--- src/rtl/round_scorer.sv ---
// Tug-of-war match scoreboard: detects round wins from the end lights,
// counts rounds per player and holds the board once the match is decided.
module round_scorer #(
  parameter int unsigned WIN_SCORE   = 7,
  parameter int unsigned HOLD_CYCLES = 4
) (
  input  logic       Clock,
  input  logic       Reset,
  input  logic       L,
  input  logic       R,
  input  logic       MostLeft,
  input  logic       MostRight,
  output logic       roundReset,
  output logic [2:0] leftScore,
  output logic [2:0] rightScore,
  output logic [6:0] HEX_L,
  output logic [6:0] HEX_R,
  output logic       matchOver,
  output logic [1:0] winner
);

  typedef enum logic [1:0] {
    PLAY = 2'd0,
    HOLD = 2'd1,
    OVER = 2'd2
  } state_t;

  localparam logic [2:0] WIN_LAST  = 3'(WIN_SCORE);
  localparam logic [7:0] HOLD_LAST = 8'(HOLD_CYCLES - 1);

  state_t     state;
  logic [7:0] hold_cnt;
  logic [2:0] left_q;
  logic [2:0] right_q;
  logic [1:0] winner_q;

  logic       left_win;
  logic       right_win;
  logic [2:0] left_nxt;
  logic [2:0] right_nxt;

  // A simultaneous press never scores, matching the playfield.
  assign left_win  = MostLeft & L & ~R;
  assign right_win = MostRight & R & ~L;
  assign left_nxt  = left_q + 3'd1;
  assign right_nxt = right_q + 3'd1;

  always_ff @(posedge Clock) begin
    if (Reset) begin
      state    <= PLAY;
      hold_cnt <= '0;
      left_q   <= '0;
      right_q  <= '0;
      winner_q <= 2'b00;
    end else begin
      unique case (state)
        PLAY: begin
          if (left_win) begin
            left_q <= left_nxt;
            if (left_nxt == WIN_LAST) begin
              state    <= OVER;
              winner_q <= 2'b10;
            end else begin
              state    <= HOLD;
              hold_cnt <= '0;
            end
          end else if (right_win) begin
            right_q <= right_nxt;
            if (right_nxt == WIN_LAST) begin
              state    <= OVER;
              winner_q <= 2'b01;
            end else begin
              state    <= HOLD;
              hold_cnt <= '0;
            end
          end
        end
        HOLD: begin
          hold_cnt <= hold_cnt + 8'd1;
          if (hold_cnt == HOLD_LAST) begin
            state <= PLAY;
          end
        end
        OVER: begin
          state <= OVER;
        end
        default: begin
          state <= PLAY;
        end
      endcase
    end
  end

  function automatic logic [6:0] seg7(input logic [2:0] v);
    logic [6:0] s;
    s = 7'b1111111;
    unique case (v)
      3'd0: s = 7'b1000000;
      3'd1: s = 7'b1111001;
      3'd2: s = 7'b0100100;
      3'd3: s = 7'b0110000;
      3'd4: s = 7'b0011001;
      3'd5: s = 7'b0010010;
      3'd6: s = 7'b0000010;
      3'd7: s = 7'b1111000;
      default: s = 7'b1111111;
    endcase
    return s;
  endfunction

  assign roundReset = (state != PLAY);
  assign matchOver  = (state == OVER);
  assign winner     = winner_q;
  assign leftScore  = left_q;
  assign rightScore = right_q;
  assign HEX_L      = seg7(left_q);
  assign HEX_R      = seg7(right_q);

endmodule
--- config.mk ---
export PLATFORM = sky130hd
export DESIGN_NAME = round_scorer
export DESIGN_NICKNAME = d
export VERILOG_FILES = /design/src/rtl/round_scorer.sv
export SDC_FILE = /design/constraint.sdc
export NUM_CORES = 1
export LEC_CHECK = 0
export CORE_ASPECT_RATIO = 0.6
export CORE_MARGIN = 2
export CORE_UTILIZATION = 49
export CTS_BUF_LIST = sky130_fd_sc_hd__clkbuf_4 sky130_fd_sc_hd__clkbuf_8
export DETAILED_ROUTE_END_ITERATION = 10
export GPL_ROUTABILITY_DRIVEN = 0
export HOLD_SLACK_MARGIN = 0.06
export PLACE_DENSITY = 0.78
export RECOVER_POWER = 100
export SETUP_SLACK_MARGIN = 0.15
export SYNTH_ARGS = -nofsm -noshare
export SYNTH_HDL_FRONTEND = slang
export SYNTH_SLANG_ARGS = --single-unit
--- constraint.sdc ---
create_clock -name Clock -period 1.85 [get_ports Clock]
set_input_delay 0.37 -clock Clock [delete_from_list [all_inputs] [get_ports Clock]]
set_output_delay 0.37 -clock Clock [all_outputs]
set_load 0.01 [all_outputs]
==> results of run 1 <==
==> worst min path at each step <==
stage               cells after the start           to  slack [ns]
floorplan                               2  hold_cnt[1]        0.48
global placement                        2    winner[0]        0.47
detailed placement                      2    winner[0]        0.49
CTS                                     2    winner[0]        0.50
global route                            2    winner[1]        0.54
finish                                  2    winner[1]        0.49
==> sequential cells by signal, indices dropped and copies added (netlist names) <==
name,flops
hold_cnt,8
HEX_L,7
rightScore,3
state,2
HEX_R,7
leftScore,3
winner,2
==> cells in the final DEF, fill, tap and decap left out, types with 3 or more instances in the layout <==
master         count
a211oi_1           3
a21oi_1            4
a21oi_2            4
a31oi_1            4
and3_1             3
buf_4             28
clkbuf_8           7
dfxtp_1           28
dfxtp_2            4
dlygate4sd2_1      6
dlygate4sd3_1     21
ha_1              10
ha_4               3
inv_1             14
inv_2              4
mux2i_1            8
nand2_1            8
nand3_1            6
nor2_1            10
nor2b_1            4
o32ai_1            4
==> metrics by stage <==
stage | total power, mW | setup TNS (ns)
after floorplan | 0.861 | 0
after global placement | 0.968 | -4.43
after detailed placement | 0.979 | -5.52
after CTS | 1.56 | 0
after global routing | 1.63 | 0
final | 1.56 | 0
==> tightest hold or removal path: stages (launching register included) <==
cell	delay, ns
dfxtp_1	0.31
o31ai_1	0.06
a21oi_1	0.07
==> final cells by class <==
type	count	area share [%]
clock buffers	7	3.97
inverters	20	3.30
multi-input cells	115	41.6
flip-flops and latches	32	26.6
well taps	45	2.32
repair buffers	61	22.2
==> repair_timing <==
action                                  in CTS  in global routing
setup buffers                                5                  1
resized for setup                           17                 13
pin swaps                                    9                  2
endpoints found under the setup margin      23                 11
gates cloned                                 0                  0
hold buffers                                 0                  0
==> where the power goes <==
group,switching [mW],internal [mW],total [mW]
sequential,0.0168,0.714,0.731
clock,0.240,0.331,0.571
combinational,0.129,0.128,0.257
total,0.386,1.17,1.56
==> routing by layer <==
| metal | wire [µm] | part of all wire (%) |
|---|---|---|
| met1 | 1940 | 44 |
| met4 | 97 | 2.2 |
| met2 | 2080 | 47 |
| met3 | 276 | 6.3 |
| met5 | 0 | 0 |
==> cells by family (layout without fill, tap and decap cells) <==
family	count (synthesis)	in the layout	synth area share, %
AND/OR/NAND/NOR	50	50	17.8
flip-flops	32	32	38.6
AO/OA/AOI/OAI	34	34	13.9
multiplexers	14	14	10.7
buffers and inverters	25	88	6.64
adder cells (fa/ha/maj)	15	15	11.3
XOR/XNOR	2	2	1.06
==> flow_metrics.py, run 1 <==
metrics = {
    "outcome": {
        "status": "completed",
    },
    "logic_synthesis": {
        "synth_fp_nets": 193,
        "synthCells": 172,
        "yosysSeqAreaShare_pct": 38.6,
        "ys_top_cells_by_area": "dfxtp_1, ha_1, mux2i_1",
        "yosysWarnings": 0,
        "yosysTopAreaCell": "dfxtp_1",
        "synth-edff-count": 0,
        "yosysMostFrequentCell": "dfxtp_1",
        "ys.flop_type": "dfxtp_1",
        "synthTopCellsByCount": "dfxtp_1, inv_1, ha_1, nor2_1",
        "synth_top_area_share_pct": 38.6,
        "synth_area_per_cell_um2": 9.65,
        "async_flop_share_pct": 0,
        "synth.distinct_cells": 43,
        "ys_ff_latch": 32,
        "syn_area_mm2": 0.00166,
    },
    "timing": {
        "slew_headroom_pct": 80.7,
        "rsz0062_at_grt": "yes",
        "worstMarginPinSlew_ns": 0.288,
        "drv_slew": 0,
        "setup_viol": 0,
        "period_share_pct": 94.4,
        "finalHoldViolCount": 0,
        "layout_min_cycle_time_ns": 1.75,
        "setup_ws_ns": 0.103,
        "hold-worst-slack_ns": 0.491,
        "clock-skew-final_ns": 0.00326,
        "fmax_mhz": 572,
    },
    "detailed_routing": {
        "viasPerCell": 5.44,
        "antenna_left": 0,
        "vias": 1523,
        "drt_drc_violations_left": 0,
        "drt_iter0_markers": 115,
        "wl_per_cell_um": 15.7,
        "dr.pass1.iters": 4,
        "drt_wl_total_um": 4390,
    },
    "worst_setup_path": {
        "worstSetupEndpointType": "register",
        "critPathLaunchType": "primary input",
        "cp_max_fo": 4,
        "worstPathRequired_ns": 2.02,
        "cpMaxStageDelayCell": "and3b_1",
        "regToRegSetupSlack_ns": 0.15,
        "cp.arrival_ns": 1.91,
        "crit_chain": "clkdlybuf4s15_1 > and3b_1 > clkbuf_4 > and3_4 > mux2i_4 > inv_2 > mux2_4",
        "critical_path_cell_count": 7,
        "r2r-end": "hold_cnt[3]",
        "crit_family": "multiplexers",
        "path_class": "primary input to register",
        "slowest_delay_ns": 0.33,
        "cp_num_buf_inv": 3,
        "cp-startpoint": "L",
        "reg2reg_depth": 6,
        "endpoint": "HEX_R[0]",
        "reg2reg_from": "leftScore[1]",
    },
    "place": {
        "dpl_cell_area_mm2": 0.00222,
        "port_buffers": 29,
        "dp_hpwl_um": 3080,
        "place_ws_ns": -0.393,
        "placed_cells": 267,
    },
    "grt": {
        "use_met2_pct": 36.3,
        "met1_usage_pct": 30.8,
        "grt-ovfl-total": 0,
        "grt_max_degree": 12,
        "grt.busiest_layer": "met2",
        "antenna_found_initial": 0,
        "grt_usage_pct": 22.9,
        "grt_pass1_vias": 1486,
        "met3_usage_pct": 5.74,
        "grt_pass1_wl_um": 6900,
    },
    "power_and_ir_drop": {
        "power.density_mw_per_mm2": 643,
        "ir_worst_vdd_mv": 0.552,
        "leakage_nw": 1.14,
    },
    "floorplanning": {
        "rows": 16,
        "coreArea_mm2": 0.00324,
        "die_h_um": 49.1,
        "dieWidth_um": 79.1,
        "die_area_mm2": 0.00388,
        "initial_core_util_pct": 51.2,
        "io_pins": 30,
    },
    "final_layout": {
        "final_area_mm2": 0.00243,
        "finalNetCount": 256,
        "stdcell_count": 280,
        "filler_cell_count": 231,
        "seqCellArea_um2": 646,
        "postLayoutCoreUtil_pct": 74.8,
        "drive_above_1_share_pct": 32.8,
        "diodes": 0,
        "syn2layout_area_growth_pct": 46.2,
        "multi_input_area_mm2": 0.00101,
    },
    "clock_tree": {
        "htree_levels": 2,
        "cts-root-buf": "clkbuf_8",
        "path_clk_slew_ns": 0.06,
        "clk_latency_ns": 0.28,
        "cts_sinks": 32,
        "cts.path.max_buffers": 2,
        "numCtsBuffers": 5,
        "cts_tree": "yes",
    },
    "hold_path": {
        "worstHoldStart": "winner[1]",
        "hold_path_class": "register to register",
    },
    "job": {
        "cap_violations": 0,
    },
}
Power figures use the tool's default switching activity.
==> run 2, diff against run 1 <==
--- a/config.mk
+++ b/config.mk
@@ -11,6 +11,7 @@
 export CTS_BUF_LIST = sky130_fd_sc_hd__clkbuf_4 sky130_fd_sc_hd__clkbuf_8
 export DETAILED_ROUTE_END_ITERATION = 10
 export GPL_ROUTABILITY_DRIVEN = 0
+export GPL_TIMING_DRIVEN = 0
 export HOLD_SLACK_MARGIN = 0.06
 export PLACE_DENSITY = 0.78
 export RECOVER_POWER = 100
==> flow_metrics.py, run 2 (synthesis results as in run 1) <==
metrics = {
    "place": {
        "dp_hpwl_um": 2650,
        "port_buffers": 28,
        "placed_cells": 245,
    },
    "timing": {
        "finalHoldViolCount": 0,
        "period_share_pct": 94.6,
        "fmax_mhz": 572,
        "hold-worst-slack_ns": 0.377,
        "clock-skew-final_ns": 0.00466,
        "setup_viol": 0,
        "worstMarginPinSlew_ns": 0.477,
        "drv_slew": 0,
        "layout_min_cycle_time_ns": 1.75,
        "slew_headroom_pct": 68.2,
        "rsz0062_at_grt": "yes",
        "fin_setup_tns_ns": 0,
    },
    "worst_setup_path": {
        "path_class": "register to register",
        "critPathLaunchType": "register",
        "cp.arrival_ns": 1.93,
        "crit_family": "buffers and inverters",
        "worstSetupEndpointType": "register",
        "reg2reg_from": "state[0]",
        "cp_max_fo": 4,
        "cp_num_buf_inv": 4,
        "regToRegSetupSlack_ns": 0.10,
        "crit_chain": "buf_6 > nor2_8 > buf_12 > a21oi_4 > a211oi_2 > inv_1 > ha_4 > inv_2 > mux2_4",
        "r2r-end": "HEX_R[3]",
        "reg2reg_depth": 9,
        "cpMaxStageDelayCell": "dfxtp_2",
        "slowest_delay_ns": 0.32,
        "worstPathRequired_ns": 2.03,
    },
    "detailed_routing": {
        "wl_per_cell_um": 14.8,
        "antenna_left": 0,
        "vias": 1437,
        "drt_iter0_markers": 103,
        "drt_drc_violations_left": 0,
        "viasPerCell": 5.28,
        "dr.pass1.iters": 4,
        "drt_wl_total_um": 4040,
    },
    "clock_tree": {
        "cts.path.max_buffers": 2,
        "cts_sinks": 32,
        "numCtsBuffers": 5,
        "cts_tree": "yes",
        "path_clk_slew_ns": 0.07,
        "htree_levels": 2,
        "clk_latency_ns": 0.29,
        "cts-root-buf": "clkbuf_8",
    },
    "final_layout": {
        "finalNetCount": 247,
        "postLayoutCoreUtil_pct": 73.0,
        "stdcell_count": 272,
        "diodes": 0,
        "filler_cell_count": 246,
        "layout_commonest_cell": "dfxtp_1",
        "multi_input_area_mm2": 0.00101,
        "syn2layout_area_growth_pct": 42.6,
        "final_cell_mix": "dfxtp_1, dlygate4sd3_1, buf_4",
        "seqCellArea_um2": 648,
        "drive_above_1_share_pct": 30.0,
        "top_register": "hold_cnt",
        "largest_reg_flops": 8,
    },
    "floorplanning": {
        "die_area_mm2": 0.00388,
        "dieWidth_um": 79.1,
        "io_pins": 30,
        "die_h_um": 49.1,
        "coreArea_mm2": 0.00324,
        "rows": 16,
        "initial_core_util_pct": 51.2,
    },
    "power_and_ir_drop": {
        "p_total_mw": 1.54,
        "power.density_mw_per_mm2": 650,
        "ir_worst_vdd_mv": 0.433,
        "leakage_nw": 1.08,
    },
    "grt": {
        "grt.busiest_layer": "met2",
        "use_met2_pct": 33.1,
        "grt_pass1_wl_um": 6400,
        "met3_usage_pct": 9.81,
        "grt_max_degree": 11,
        "antenna_found_initial": 0,
        "met1_usage_pct": 29.5,
        "grt_pass1_vias": 1364,
        "grt-ovfl-total": 0,
        "grt_usage_pct": 21.9,
    },
    "hold_path": {
        "hold_path_depth": 2,
        "hold-path-endpoint": "hold_cnt[7]",
        "worstHoldStart": "Reset",
        "hold_path_class": "primary input to register",
    },
    "outcome": {
        "status": "completed",
    },
    "job": {
        "cap_violations": 0,
    },
}
run 2: cell types whose count changed in the layout (fill, tap and decap cells not counted), sizes merged:
cell / change
clkinv: +2
dlygate4sd2: -1
dlygate4sd3: +1
buf: -11
clkdlybuf4s15: -1
clkbuf: +2
run 2: worst reg2reg max path, stage by stage, from the launching register on:
cell,delay [ns]
dfxtp_2,0.32
buf_6,0.12
nor2_8,0.15
buf_12,0.13
a21oi_4,0.05
a211oi_2,0.18
inv_1,0.14
ha_4,0.28
inv_2,0.03
mux2_4,0.26
run 2: repair_timing:
action | 4_1_cts | 5_1_grt
gates resized for setup | 18 | 15
pin swaps | 7 | 6
setup endpoints to repair | 14 | 9
buffers inserted | 13 | 6
hold buffers | 0 | 0
run 2: power by group:
part	total, mW	leakage [nW]	internal (mW)	switching, mW
Clock	0.564	0.0510	0.296	0.268
Combinational	0.243	0.771	0.119	0.124
Sequential	0.731	0.263	0.715	0.0159
Total	1.54	1.08	1.13	0.408
run 2: worst max path at each step:
stage,slack [ns],end,cells past startpoint,startpoint
floorplan,0.08,HEX_R[3],7,L
global placement,-0.53,HEX_R[3],8,L
detailed placement,-0.55,HEX_R[3],8,L
CTS,0.06,HEX_R[3],9,state[0]
global route,0.06,HEX_L[0],5,leftScore[1]
finish,0.10,HEX_R[3],9,state[0]
run 2: area by class of cell:
type | count | area share (%)
multi-input cells | 115 | 42.6
flip-flops and latches | 32 | 27.4
repair buffers | 47 | 18.2
clock buffers | 6 | 3.49
inverters | 20 | 3.49
well taps | 45 | 2.38
plain buffers | 5 | 1.96
clock inverters | 2 | 0.423
run 2: per-layer routing:
metal  vias to the layer above  wire length, µm  part of all wire [%]
li1                        711                -                     -
met5                         -                0                     0
met3                         4              286                   7.1
met2                        52             1860                    46
met4                         0               40                  0.99
met1                       670             1850                    46
run 2: through the flow:
step                instance area, µm²  setup slack, ns
detailed placement                2050           -0.553
global route                      2370           0.0579
finish                            2370            0.100
global placement                  2050           -0.527
CTS                               2300           0.0576
floorplan                         1710           0.0795
